`config.mk`:
```
export PLATFORM = sky130hd
export DESIGN_NAME = motor_sequencer
export DESIGN_NICKNAME = d
export VERILOG_FILES = /design/src/rtl/motor_sequencer.sv
export SDC_FILE = /design/constraint.sdc
export NUM_CORES = 1
export LEC_CHECK = 0
export CAP_MARGIN = 25
export CELL_PAD_IN_SITES_DETAIL_PLACEMENT = 2
export CELL_PAD_IN_SITES_GLOBAL_PLACEMENT = 2
export CORE_MARGIN = 2
export CORE_UTILIZATION = 36
export CTS_CLUSTER_SIZE = 25
export DETAILED_ROUTE_END_ITERATION = 7
export PLACE_DENSITY = 0.75
export SYNTH_ARGS = -nofsm -noshare
export SYNTH_HDL_FRONTEND = slang
export SYNTH_SLANG_ARGS = --single-unit
```
`constraint.sdc`:
```
create_clock -name CLK_100MHz -period 3.85 [get_ports CLK_100MHz]
set_clock_uncertainty 0.2 [all_clocks]
set_input_delay 0.5775 -clock CLK_100MHz [delete_from_list [all_inputs] [get_ports CLK_100MHz]]
set_output_delay 0.5775 -clock CLK_100MHz [all_outputs]
set_load 0.05 [all_outputs]
```
`src/rtl/motor_sequencer.sv`:
```
// Motor duty/direction sequencer: synchronized operator inputs, duty ramping, braked
// direction reversal, overcurrent fault handling with cool-down, retry count and lockout.
module motor_sequencer #(
  parameter int unsigned RAMP_DIV    = 100000,
  parameter int unsigned DEAD_CYCLES = 50000,
  parameter int unsigned COOL_CYCLES = 1000000,
  parameter int unsigned RETRY_LIMIT = 3
) (
  input  logic       CLK_100MHz,
  input  logic       RST,
  input  logic [7:0] sw,
  input  logic       Over1,
  input  logic       Under750,
  output logic [6:0] duty,
  output logic       dir,
  output logic       brake,
  output logic       fault,
  output logic [2:0] state
);

  localparam int unsigned RetryW = $clog2(RETRY_LIMIT + 1) < 1 ? 1 : $clog2(RETRY_LIMIT + 1);
  localparam logic [RetryW-1:0] RetryMax = RetryW'(RETRY_LIMIT);

  typedef enum logic [2:0] {
    StIdle    = 3'd0,
    StRamp    = 3'd1,
    StRun     = 3'd2,
    StDecel   = 3'd3,
    StDead    = 3'd4,
    StFault   = 3'd5,
    StLockout = 3'd6
  } state_e;

  state_e state_q, state_d;
  logic [7:0] sw_s1, sw_s2;
  logic over_s1, over_s2, under_s1, under_s2;
  logic [6:0] duty_q, duty_d;
  logic dir_q, dir_d, brake_q, brake_d, fault_q, fault_d;
  logic [31:0] step_q, step_d, tmr_q, tmr_d;
  logic [9:0] run_q, run_d;
  logic [RetryW-1:0] retry_q, retry_d;

  logic [6:0] target;
  logic req_dir, step;

  assign target  = sw_s2[6:0];
  assign req_dir = sw_s2[7];
  assign step    = (step_q == RAMP_DIV - 1);

  always_ff @(posedge CLK_100MHz or posedge RST) begin
    if (RST) begin
      sw_s1    <= '0;
      sw_s2    <= '0;
      over_s1  <= 1'b0;
      over_s2  <= 1'b0;
      under_s1 <= 1'b0;
      under_s2 <= 1'b0;
      state_q  <= StIdle;
      duty_q   <= '0;
      dir_q    <= 1'b0;
      brake_q  <= 1'b0;
      fault_q  <= 1'b0;
      step_q   <= '0;
      tmr_q    <= '0;
      run_q    <= '0;
      retry_q  <= '0;
    end else begin
      sw_s1    <= sw;
      sw_s2    <= sw_s1;
      over_s1  <= Over1;
      over_s2  <= over_s1;
      under_s1 <= Under750;
      under_s2 <= under_s1;
      state_q  <= state_d;
      duty_q   <= duty_d;
      dir_q    <= dir_d;
      brake_q  <= brake_d;
      fault_q  <= fault_d;
      step_q   <= step_d;
      tmr_q    <= tmr_d;
      run_q    <= run_d;
      retry_q  <= retry_d;
    end
  end

  always_comb begin
    state_d = state_q;
    duty_d  = duty_q;
    dir_d   = dir_q;
    tmr_d   = '0;
    run_d   = '0;
    retry_d = retry_q;

    // Overcurrent outranks every other event in the same cycle.
    if (over_s2 && state_q != StLockout) begin
      state_d = StFault;
      duty_d  = '0;
      if (state_q != StFault && retry_q < RetryMax) retry_d = retry_q + 1'b1;
    end else begin
      unique case (state_q)
        StIdle: begin
          duty_d = '0;
          if (target != '0) begin
            dir_d   = req_dir;
            state_d = StRamp;
          end
        end
        StRamp: begin
          if (req_dir != dir_q) begin
            state_d = StDecel;
          end else if (duty_q == target) begin
            state_d = (target == '0) ? StIdle : StRun;
          end else if (step) begin
            if (duty_q < target && duty_q != 7'd127) duty_d = duty_q + 1'b1;
            else if (duty_q > target && duty_q != 7'd0) duty_d = duty_q - 1'b1;
          end
        end
        StRun: begin
          run_d = run_q;
          if (step) begin
            if (run_q == 10'd999) begin
              retry_d = '0;
              run_d   = '0;
            end else begin
              run_d = run_q + 1'b1;
            end
          end
          if (req_dir != dir_q) state_d = StDecel;
          else if (target != duty_q) state_d = StRamp;
        end
        StDecel: begin
          if (duty_q == '0) state_d = StDead;
          else if (step) duty_d = duty_q - 1'b1;
        end
        StDead: begin
          duty_d = '0;
          if (tmr_q == DEAD_CYCLES - 1) begin
            dir_d   = req_dir;
            state_d = (target == '0) ? StIdle : StRamp;
          end else begin
            tmr_d = tmr_q + 1'b1;
          end
        end
        StFault: begin
          duty_d = '0;
          if (under_s2) begin
            if (tmr_q >= COOL_CYCLES - 1) state_d = (retry_q >= RetryMax) ? StLockout : StIdle;
            else tmr_d = tmr_q + 1'b1;
          end
        end
        StLockout: begin
          duty_d = '0;
          if (target == '0) begin
            if (tmr_q == RAMP_DIV - 1) begin
              state_d = StIdle;
              retry_d = '0;
            end else begin
              tmr_d = tmr_q + 1'b1;
            end
          end
        end
        default: state_d = StIdle;
      endcase
    end

    // Step counter restarts whenever RAMP or DECEL is entered.
    if ((state_d == StRamp || state_d == StDecel) && state_d != state_q) step_d = '0;
    else if (step) step_d = '0;
    else step_d = step_q + 1'b1;

    brake_d = (state_d == StDead) || (state_d == StFault) || (state_d == StLockout);
    fault_d = (state_d == StFault) || (state_d == StLockout);
  end

  assign duty  = duty_q;
  assign dir   = dir_q;
  assign brake = brake_q;
  assign fault = fault_q;
  assign state = state_q;

endmodule

```
---- Word level (Yosys, flattened, before mapping) ----
Cells that the tools add are included.
word-level totals
  bits in registers ....................... 109
  input bits .............................. 12
  output and inout bits ................... 13
operators by class
  $add $sub $neg .......................... 6
  magnitude comparators ................... 5
  equal/unequal tests ..................... 35
  mux-type cells .......................... 48
  bitwise logic cells ..................... 1
  reduce and logical (&&, ||, !) cells .... 21
operators with widths
  kind                     count
  $mux W32                 8
  $pmux W32 S3             1
  $add A32 B1 Y32 const B  2
  $eq A32 B17 Y1 const B   2
  $mux W7                  8
  $mux W10                 4
  $mux W3                  13
  $ne A3 B3 Y1 const B     11
  $eq A32 B16 Y1 const B   1
  $ge A32 B20 Y1 const B   1
  $pmux W3 S7              1
  $pmux W7 S3              1
  $eq A3 B3 Y1 const B     6
  $logic_not A7 Y1         2
  $mux W2                  7
  $reduce_bool A7 Y1       2
  $add A10 B1 Y10 const B  1
  $eq A10 B10 Y1 const B   1
  $eq A3 B2 Y1 const B     3
  $add A7 B1 Y7 const B    1
  $eq A7 B7 Y1             1
  $gt A7 B7 Y1             1
  $lt A7 B7 Y1             1
  $ne A7 B7 Y1             1
  25 further kinds         36

---- Longest topological paths before layout ----
Gate-level depths: netlist of the first run.
  depth in word-level cells ............... 10
  mapped depth ............................ 10
  gate-level depth less buffers ........... 9

---- Least setup slack after synthesis of the first run ----
Ideal clock, no wire load.
  kind .................................... reg-to-reg
  start ................................... register duty_q[0], in the netlist duty[0]
  end ..................................... register step_q[10]
  setup time .............................. 126 ps
  data arrival time ....................... 2,726 ps
  data required time ...................... 3,524 ps
  setup slack ............................. 798 ps
  stages on the path, launching flop included .. 11
  buffers on the path ..................... 1
  cells stage by stage .................... dfrtp_1 > inv_1 > ha_1 > or3b_2 > nor4_2 > nor2_1 > o211ai_1 > a21oi_1 > nor4_4 > buf_6 > nor3_2
on the way
  word-level cells in the longest chain between the ends .. 9
  elaborated cells on any way between the ends .. 16
  those cells by class .................... eq/ne: 5; mux: 8; reduce/logical: 3
RTL lines
  what                                                 RTL line  RTL
  start: declaration                                   37        logic [6:0] duty_q, duty_d;
  start signal: assignment                             75        duty_q <= duty_d;
  $ne A7 B7 Y1 / $eq A7 B7 Y1 (equally long branches)  129, 111
  $mux W3, on equally long branches                    129, 111
  $mux W3, on equally long branches                    128, 109
  $pmux W3 S7 *                                        100       unique case (state_q)
  $mux W3 *                                            95        if (over_s2 && state_q != StLockout) begin
  $eq A3 B1 Y1 / $eq A3 B2 Y1 (equally long branches)  167       if ((state_d == StRamp || state_d == StDecel) && state_d != state_q) step_d = '0;
  $logic_or A1 B1 Y1                                   167
  $logic_and A1 B1 Y1 *                                167
  $mux W32 *                                           167
  via step_d[10]                                       39        logic [31:0] step_q, step_d, tmr_q, tmr_d;
  end signal: assignment                               79        step_q <= step_d;
  end: declaration                                     39
The timed path passes the listed nets; every way through them passes the cells marked *.
A chain may end at the register's enable or synchronous reset.

---- Worst setup path in the final report of the first run ----
  start ................................... register duty_q[0], in the netlist duty[0]
  end ..................................... register step_q[1]
The elaborated chain is that of the path after synthesis.

==> metrics.md, run 1 <==
| Metric | Value |
|---|---|
| Critical-path cell list | inv_1, ha_1, or3b_2, nor4_2, o2bb2ai_1, a31o_2, a21oi_1, nor4_4, buf_12, nor3b_1 |
| Number of iterations in the first detailed-routing pass | 4 |
| Die Ht | approximately 130 um |
| Utilization after layout | a little over two fifths |
| Number of setup buffers added after CTS | 0 |
| Total CTS buffers | 9 |
| Setup WS pre-CTS | 0.553 ns |
| Remaining design rule violation count | 0 |
| CP required | a little under 4 ns |
| Overflow left after global routing | 0 |
| Routability Congestion | between 0.8 and 0.9 |
| Overall routed net length | between 15,000 and 20,000 um |
| Data arrival time at the worst-slack endpoint | between 3 and 4 ns |
| Startpoint of the worst setup timing path | duty[0] |
| Hold-fix buffers at CTS | 0 |
| Number of rows in the core area | between 40 and 50 |
| Clock latency of the later-clocked register in the worst-skew pair | between 0.3 and 0.4 ns |
| Syn_area_per_cell | approximately 9.7 um^2 |
| Total of endpoints with negative setup slack in the final report | 0 |
| Core Footprint | 0.0159 mm^2 |
| Highest-count cells in the layout ignoring fill and taps | dfrtp_1 (109), nor2_1 (82), nand2_1 (50) |
| Total number of vias | ~4,700 |
| Setup slack of the worst register-to-register path | ~0.5 ns |
| Setup repair after global routing missed its margin | false |
| Clock root cell | clkbuf_16 |
| FF+latch count, synth | about 110 |
| Run status | finished, final reports clean |
| Final worst path period share | 87.2% |
| Category of the most critical setup path | flop to flop |
| Crit path depth | 10 |
| Origin of the critical flop-to-flop path | duty[0] |
| Post-synthesis net count | ~630 |
| Achievable frequency | 0.298 GHz |
| Fill cell instance count of the final layout | 1,721 |
| Leakage component of the power | approximately 2.7 nW |
| Delay of the slowest critical-path stage | 0.53 ns |
| Final-layout setup total negative slack | 0 ns |
| Most common cell after layout, fill and taps aside | dfrtp_1 |
| Depth of the worst register-to-register path | 10 |
| Crit path max-delay cell type | or3b_2 |
| Kind of cell with the highest combined delay on the critical path | simple AND/OR/NAND/NOR gates |
| Cells resized by post-CTS repair | 0 |
| Detailed-placement wirelength estimate | between 10,000 and 15,000 um |
| Via count of the first global-routing pass | ~5,300 |
| Tightest slew margin relative to the limit | between 50% and 60% |
| Number of hold violations in the final report | 0 |
| Count of boundary I/O pins | 25 |
| Antenna-violating nets left | 0 |
| Asr flop ratio synth | 100% |
| Number of enable flip-flop cells after synthesis | 0 |
| Area growth, synth to finish | 13.4% |
| Number of max-slew violations in the final report | 0 |
| Clock buffer depth | 2 |
| Power density cells | between 300 and 400 mW/mm^2 |
| Number of violations reported at the end of detailed-routing iteration 0 | 98 |
| Worst setup path endpoint | step_q[1] |
| Path class of the lowest-slack min-delay path | flop to flop |
| Unique cell type count in the Yosys netlist | 66 |
| Wire length per cell | 18.8 um |
| CTS tree | done |
| Buffers & Inverters on Critical Path | 2 |
| Critical path fanouts, max | 32 |
| Worst IR drop on VDD | roughly 240 uV |
| Clock Pin Slew Worst Setup and Hold Paths | ~0.080 ns |
| Final worst setup slack | between 0.4 and 0.5 ns |
| Count of maximum capacitance violations | 0 |
| Fraction of layout cells with a size suffix above 1 | between 10% and 20% |
| Reg-to-reg critical path endpoint | step_q[1] |
| CTS H-Tree Depth | 3 |
| Largest net degree at the start of global routing | between 50 and 60 |
| Starting utilization of the core area | a little under two fifths |
| Yosys warnings | 0 |
| Sinks on the clock net | approximately 110 |
| Category of the worst setup path capture point | flop |
| Combined global-route utilization of all metal layers | 19.6% |
| Area of the die | ~0.017 mm^2 |
| Part of the Yosys area used for sequential elements | 46.2% |
| Vias per cell | 5.44 |
| Antenna violations before repair | 0 |
| Number of port buffers | 24 |
| Critical path launch point type | flop |
| Transition time at the pin with the least slew margin | 0.708 ns |
| Width of the chip | ~130 um |
| Final layout net count | between 600 and 700 |
| Number of diodes added for antenna fixing | 0 |
| Cell count after synthesis | a little over 600 |
| Global-route wire length before repair | 27,700 um |
| Final worst path period need | roughly 3.4 ns |
| Cell area after synthesis | slightly below 0.006 mm^2 |
| Most instantiated flip-flop cell in the synthesis netlist | dfrtp_1 |
logic make-up after synthesis:
family	share of synthesized area, %
buffers and inverters	3.09
AO/OA/AOI/OAI	8.34
adder cells (fa/ha/maj)	2.75
AND/OR/NAND/NOR	28.4
multiplexers	0.551
flip-flops	46.2
XOR/XNOR	10.7
cell usage after synthesis (all sizes together), types with 13 or more instances:
cell type / n / share of area (%)
dfrtp: 109 / 46
nor2: 95 / 6.6
nand2: 50 / 3.2
xor2: 42 / 6.2
xnor2: 30 / 4.4
nand3: 27 / 2.3
nand4: 27 / 2.9
nor3: 24 / 2.6
o21ai: 18 / 1.5
inv: 17 / 1.1
and3: 16 / 1.7
nor4: 15 / 2.2
a21oi: 13 / 1.3
ha: 13 / 2.8
per-layer routing:
metal / vias to the layer above / global-route usage (%) / wire length [um]
met3: 16 / 3.88 / 354
met5: - / 0 / 0
li1: 2192 / - / -
met4: 0 / 5.01 / 225
met1: 2392 / 24.4 / 7210
met2: 50 / 34.8 / 8300
worst register-to-register path, delay by kind of cell, from the launching register on:
kind	cells	cell delay, ns
flip-flops	1	0.48
AND/OR/NAND/NOR	4	1.35
adder cells (fa/ha/maj)	1	0.23
AO/OA/AOI/OAI	3	0.64
buffers and inverters	2	0.36
state kept, by name, summed over array words and instances, names as in the netlist, 2 cells and up:
register  flops
run_q        10
duty          7
sw_s1         8
retry_q       2
step_q       32
tmr_q        32
sw_s2         8
state         3
where the power goes:
part	switching, W	leakage (nW)	internal (W)
registers	0.0000578	1.44	0.00120
clock network	0.000470	0.136	0.000451
logic	0.000108	1.17	0.0000805
worst min-delay path by stage:
stage               startpoint  depth (start not counted)  slack [ns]  endpoint
global placement      sw_s1[1]                          0        0.14  sw_s2[1]
floorplan              over_s1                          0        0.13   over_s2
finish                 over_s1                          0        0.15   over_s2
detailed placement    sw_s1[7]                          0        0.14  sw_s2[7]
CTS                    over_s1                          0        0.15   over_s2
global route           over_s1                          0        0.16   over_s2
metrics by stage:
step	std cells	instance area, um^2	hold slack [ns]	total power (W)
after CTS	855	6700	0.154	0.00241
after global routing	855	6700	0.160	0.00249
after detailed placement	840	6420	0.141	0.00147
after floorplan	609	5910	0.131	0.00140
after global placement	840	6420	0.136	0.00145
final	855	6700	0.149	0.00236
layout make-up:
type,instances,area [um^2],share of cell area (%)
Multi-Input combinational cell,462,3010,44.9
Sequential cell,109,2730,40.7
Timing Repair Buffer,36,343,5.12
Tap cell,216,270,4.04
Clock buffer,9,225,3.36
Inverter,17,66.3,0.990
Clock inverter,6,56.3,0.841
Note: power is estimated with default switching activity, not from simulation.
==> run 2: changes to the inputs <==
GPL_TIMING_DRIVEN = 0   (was not set)
==> metrics.md, run 2 (synthesized netlist as in run 1, its figures left out) <==
| Metric | Value |
|---|---|
| Run status | finished, final reports clean |
| Total CTS buffers | 9 (unchanged) |
| Final worst setup slack | 0.311 ns (-0.181 ns) |
| Category of the most critical setup path | flop to flop |
| CTS H-Tree Depth | 3 (unchanged) |
| Setup slack of the worst register-to-register path | 0.31 ns (-0.18 ns) |
| Sw Ratio | 26.5% (-0.41 points) |
| Core Footprint | 0.0159 mm^2 (unchanged) |
| Most common cell after layout, fill and taps aside | dfrtp_1 |
| Category of the worst setup path capture point | flop |
| Power density cells | 362 mW/mm^2 (+2.5%) |
| Overflow left after global routing | 0 (unchanged) |
| Number of diodes added for antenna fixing | 0 (unchanged) |
| Via count of the first global-routing pass | 5,389 (+1.8%) |
| Critical path fanouts, max | 10 (-69%) |
| Clock Power Share | 40.9% (+1.9 points) |
| Path class of the lowest-slack min-delay path | flop to flop |
| Final worst path period need | 3.54 ns (+0.181 ns) |
| Crit path max-delay cell type | nor4_4 |
| Area growth, synth to finish | 14.5% |
| Proportion of power drawn by combinational gates | 8.0% (about the same) |
| Number of violations reported at the end of detailed-routing iteration 0 | 148 (+51%) |
| Number of rows in the core area | 46 (unchanged) |
| CTS tree | done |
| Worst IR drop on VDD | 211 uV (-13%) |
| Delay of the slowest critical-path stage | 0.56 ns (+0.03 ns) |
| Transition time at the pin with the least slew margin | 0.951 ns (+0.244 ns) |
| Leakage component of the power | 2.77 nW (+1.0%) |
| Global-route wire length before repair | 28,400 um (+2.3%) |
| Area of the die | 0.0175 mm^2 (unchanged) |
| CP required | 3.89 ns (-0.03 ns) |
| Fraction of power consumed by sequential logic | 51.1% (-1.9 points) |
| Data arrival time at the worst-slack endpoint | 3.58 ns (+0.15 ns) |
| Reg-to-reg critical path endpoint | step_q[15] |
| Wire length per cell | 19.0 um (+0.86%) |
| Combined global-route utilization of all metal layers | 20.1% (+0.46 points) |
| Final worst path period share | 91.9% (+4.7 points) |
| Cells resized by post-CTS repair | 0 (unchanged) |
| Sinks on the clock net | 109 (unchanged) |
| Number of iterations in the first detailed-routing pass | 4 (unchanged) |
| Clock Pin Slew Worst Setup and Hold Paths | 0.08 ns (about the same) |
| Vias per cell | 5.42 (-0.38%) |
| Net switching power figure | 0.000648 W (+2.0%) |
| Worst setup path endpoint | step_q[15] |
| Clock buffer depth | 2 (unchanged) |
| Count of boundary I/O pins | 25 (unchanged) |
| Utilization after layout | 42.4% (+0.42 points) |
| Registers with the most flip-flops | step_q x32, tmr_q x32, run_q x10 |
| Detailed-placement wirelength estimate | 12,000 um (+3.5%) |
| Met2 track demand over resource in global routing | 35.3% (+0.49 points) |
| Hold-fix buffers at CTS | 0 (unchanged) |
| Fill cell instance count of the final layout | 1,740 (+1.1%) |
| Tightest slew margin relative to the limit | 36.1% (-17 points) |
| Antenna-violating nets left | 0 (unchanged) |
| Critical-path cell list | inv_1, ha_1, or3b_2, nor4_2, nor2_1, o211ai_1, a21oi_1, nor4_4, buf_6, nor3_2 |
| Fraction of layout cells with a size suffix above 1 | 9.38% (-0.79 points) |
| Total number of vias | 4,692 (+0.90%) |
| Depth of the worst register-to-register path | 10 (unchanged) |
| Final layout net count | 670 (+1.5%) |
| Achievable frequency | 0.283 GHz (-5.1%) |
| Origin of the critical flop-to-flop path | duty[0] |
| Busiest layer in global routing | met2 |
| Number of hold violations in the final report | 0 (unchanged) |
| Number of setup buffers added after CTS | 0 (unchanged) |
| Largest net degree at the start of global routing | 64 (+21%) |
| Die Ht | 132 um (unchanged) |
| Starting utilization of the core area | 37.1% (unchanged) |
| Width of the chip | 132 um (unchanged) |
| Routability Congestion | 0.807 (-0.53%) |
| Total power | 0.00245 W (+3.5%) |
| Number of max-slew violations in the final report | 0 (unchanged) |
| Highest-count cells in the layout ignoring fill and taps | dfrtp_1 (109), nor2_1 (82), nand2_1 (50) |
| Number of port buffers | 24 (unchanged) |
| Count of maximum capacitance violations | 0 (unchanged) |
| Met3 Track Usage GR | 3.15% (-0.73 points) |
| Overall routed net length | 16,400 um (+2.2%) |
| Clock root cell | clkbuf_16 |
| Remaining design rule violation count | 0 (unchanged) |
| Placed Instance Area | 0.00645 mm^2 (+0.51%) |
| Post-layout instance area | 0.00676 mm^2 (+0.99%) |
| Total of endpoints with negative setup slack in the final report | 0 (unchanged) |
| Antenna violations before repair | 0 (unchanged) |
| Internal power | 0.00180 W (+4.1%) |
| Critical path launch point type | flop |
| Startpoint of the worst setup timing path | duty[0] |
| Met1 track utilization from global routing | 26.0% (+1.6 points) |
| Clock latency of the later-clocked register in the worst-skew pair | 0.37 ns (about the same) |
| Setup repair after global routing missed its margin | false |
| Setup WS pre-CTS | 0.337 ns (-0.217 ns) |
[run 2: worst max-delay path, delay by kind of cell (launching register included)]
| family | cells | cell delay (ns) |
|---|---|---|
| AOI/OAI and AO/OA | 2 | 0.27 |
| buffers and inverters | 2 | 0.46 |
| adders and majority gates | 1 | 0.22 |
| DFF | 1 | 0.50 |
| and+or+nand+nor | 5 | 1.77 |
[run 2: metal layers]
layer  routed length (um)  up-vias  share of wire [%]
met1                 7500     2429                 46
met4                  147        0               0.89
met3                  268       13                1.6
met2                 8530       26                 52
met5                    0        -                  0
li1                     -     2224                  -
[run 2: how the worst min path moves through the flow]
| stage | start | endpoint | slack, ns | cells after the start |
|---|---|---|---|---|
| after floorplan | over_s1 | over_s2 | 0.13 | 0 |
| final | sw_s1[1] | sw_s2[1] | 0.16 | 0 |
| after global routing | sw_s1[6] | sw_s2[6] | 0.16 | 0 |
| after global placement | sw_s1[3] | sw_s2[3] | 0.13 | 0 |
| after detailed placement | sw_s1[2] | sw_s2[2] | 0.14 | 0 |
| after CTS | sw_s1[2] | sw_s2[2] | 0.16 | 0 |
[run 2: layout make-up]
type / instances / area (um^2) / share of cell area [%]
plain buffers: 21 / 119 / 1.76
well taps: 216 / 270 / 4.00
repair buffers: 25 / 268 / 3.96
clock buffers: 9 / 225 / 3.33
flip-flops and latches: 109 / 2730 / 40.3
inverters: 17 / 66.3 / 0.980
clock inverters: 7 / 90.1 / 1.33
multi-input cells: 462 / 3000 / 44.3
[run 2: per-stage QoR]
step | cells | hold WS (ns) | TNS, ns
floorplan | 609 | 0.131 | 0
global placement | 849 | 0.134 | -165.41
detailed placement | 850 | 0.142 | 0
CTS | 866 | 0.162 | 0
global route | 866 | 0.164 | 0
finish | 866 | 0.159 | 0
[run 2: power groups by stage]
stage          clock network [W]  logic (W)  registers, W
2_1_floorplan                  0   0.000138       0.00126
3_3_place_gp                   0   0.000177       0.00127
3_5_place_dp                   0   0.000197       0.00127
4_1_cts                  0.00104   0.000201       0.00125
5_1_grt                  0.00107   0.000223       0.00126
6_report                 0.00100   0.000196       0.00125
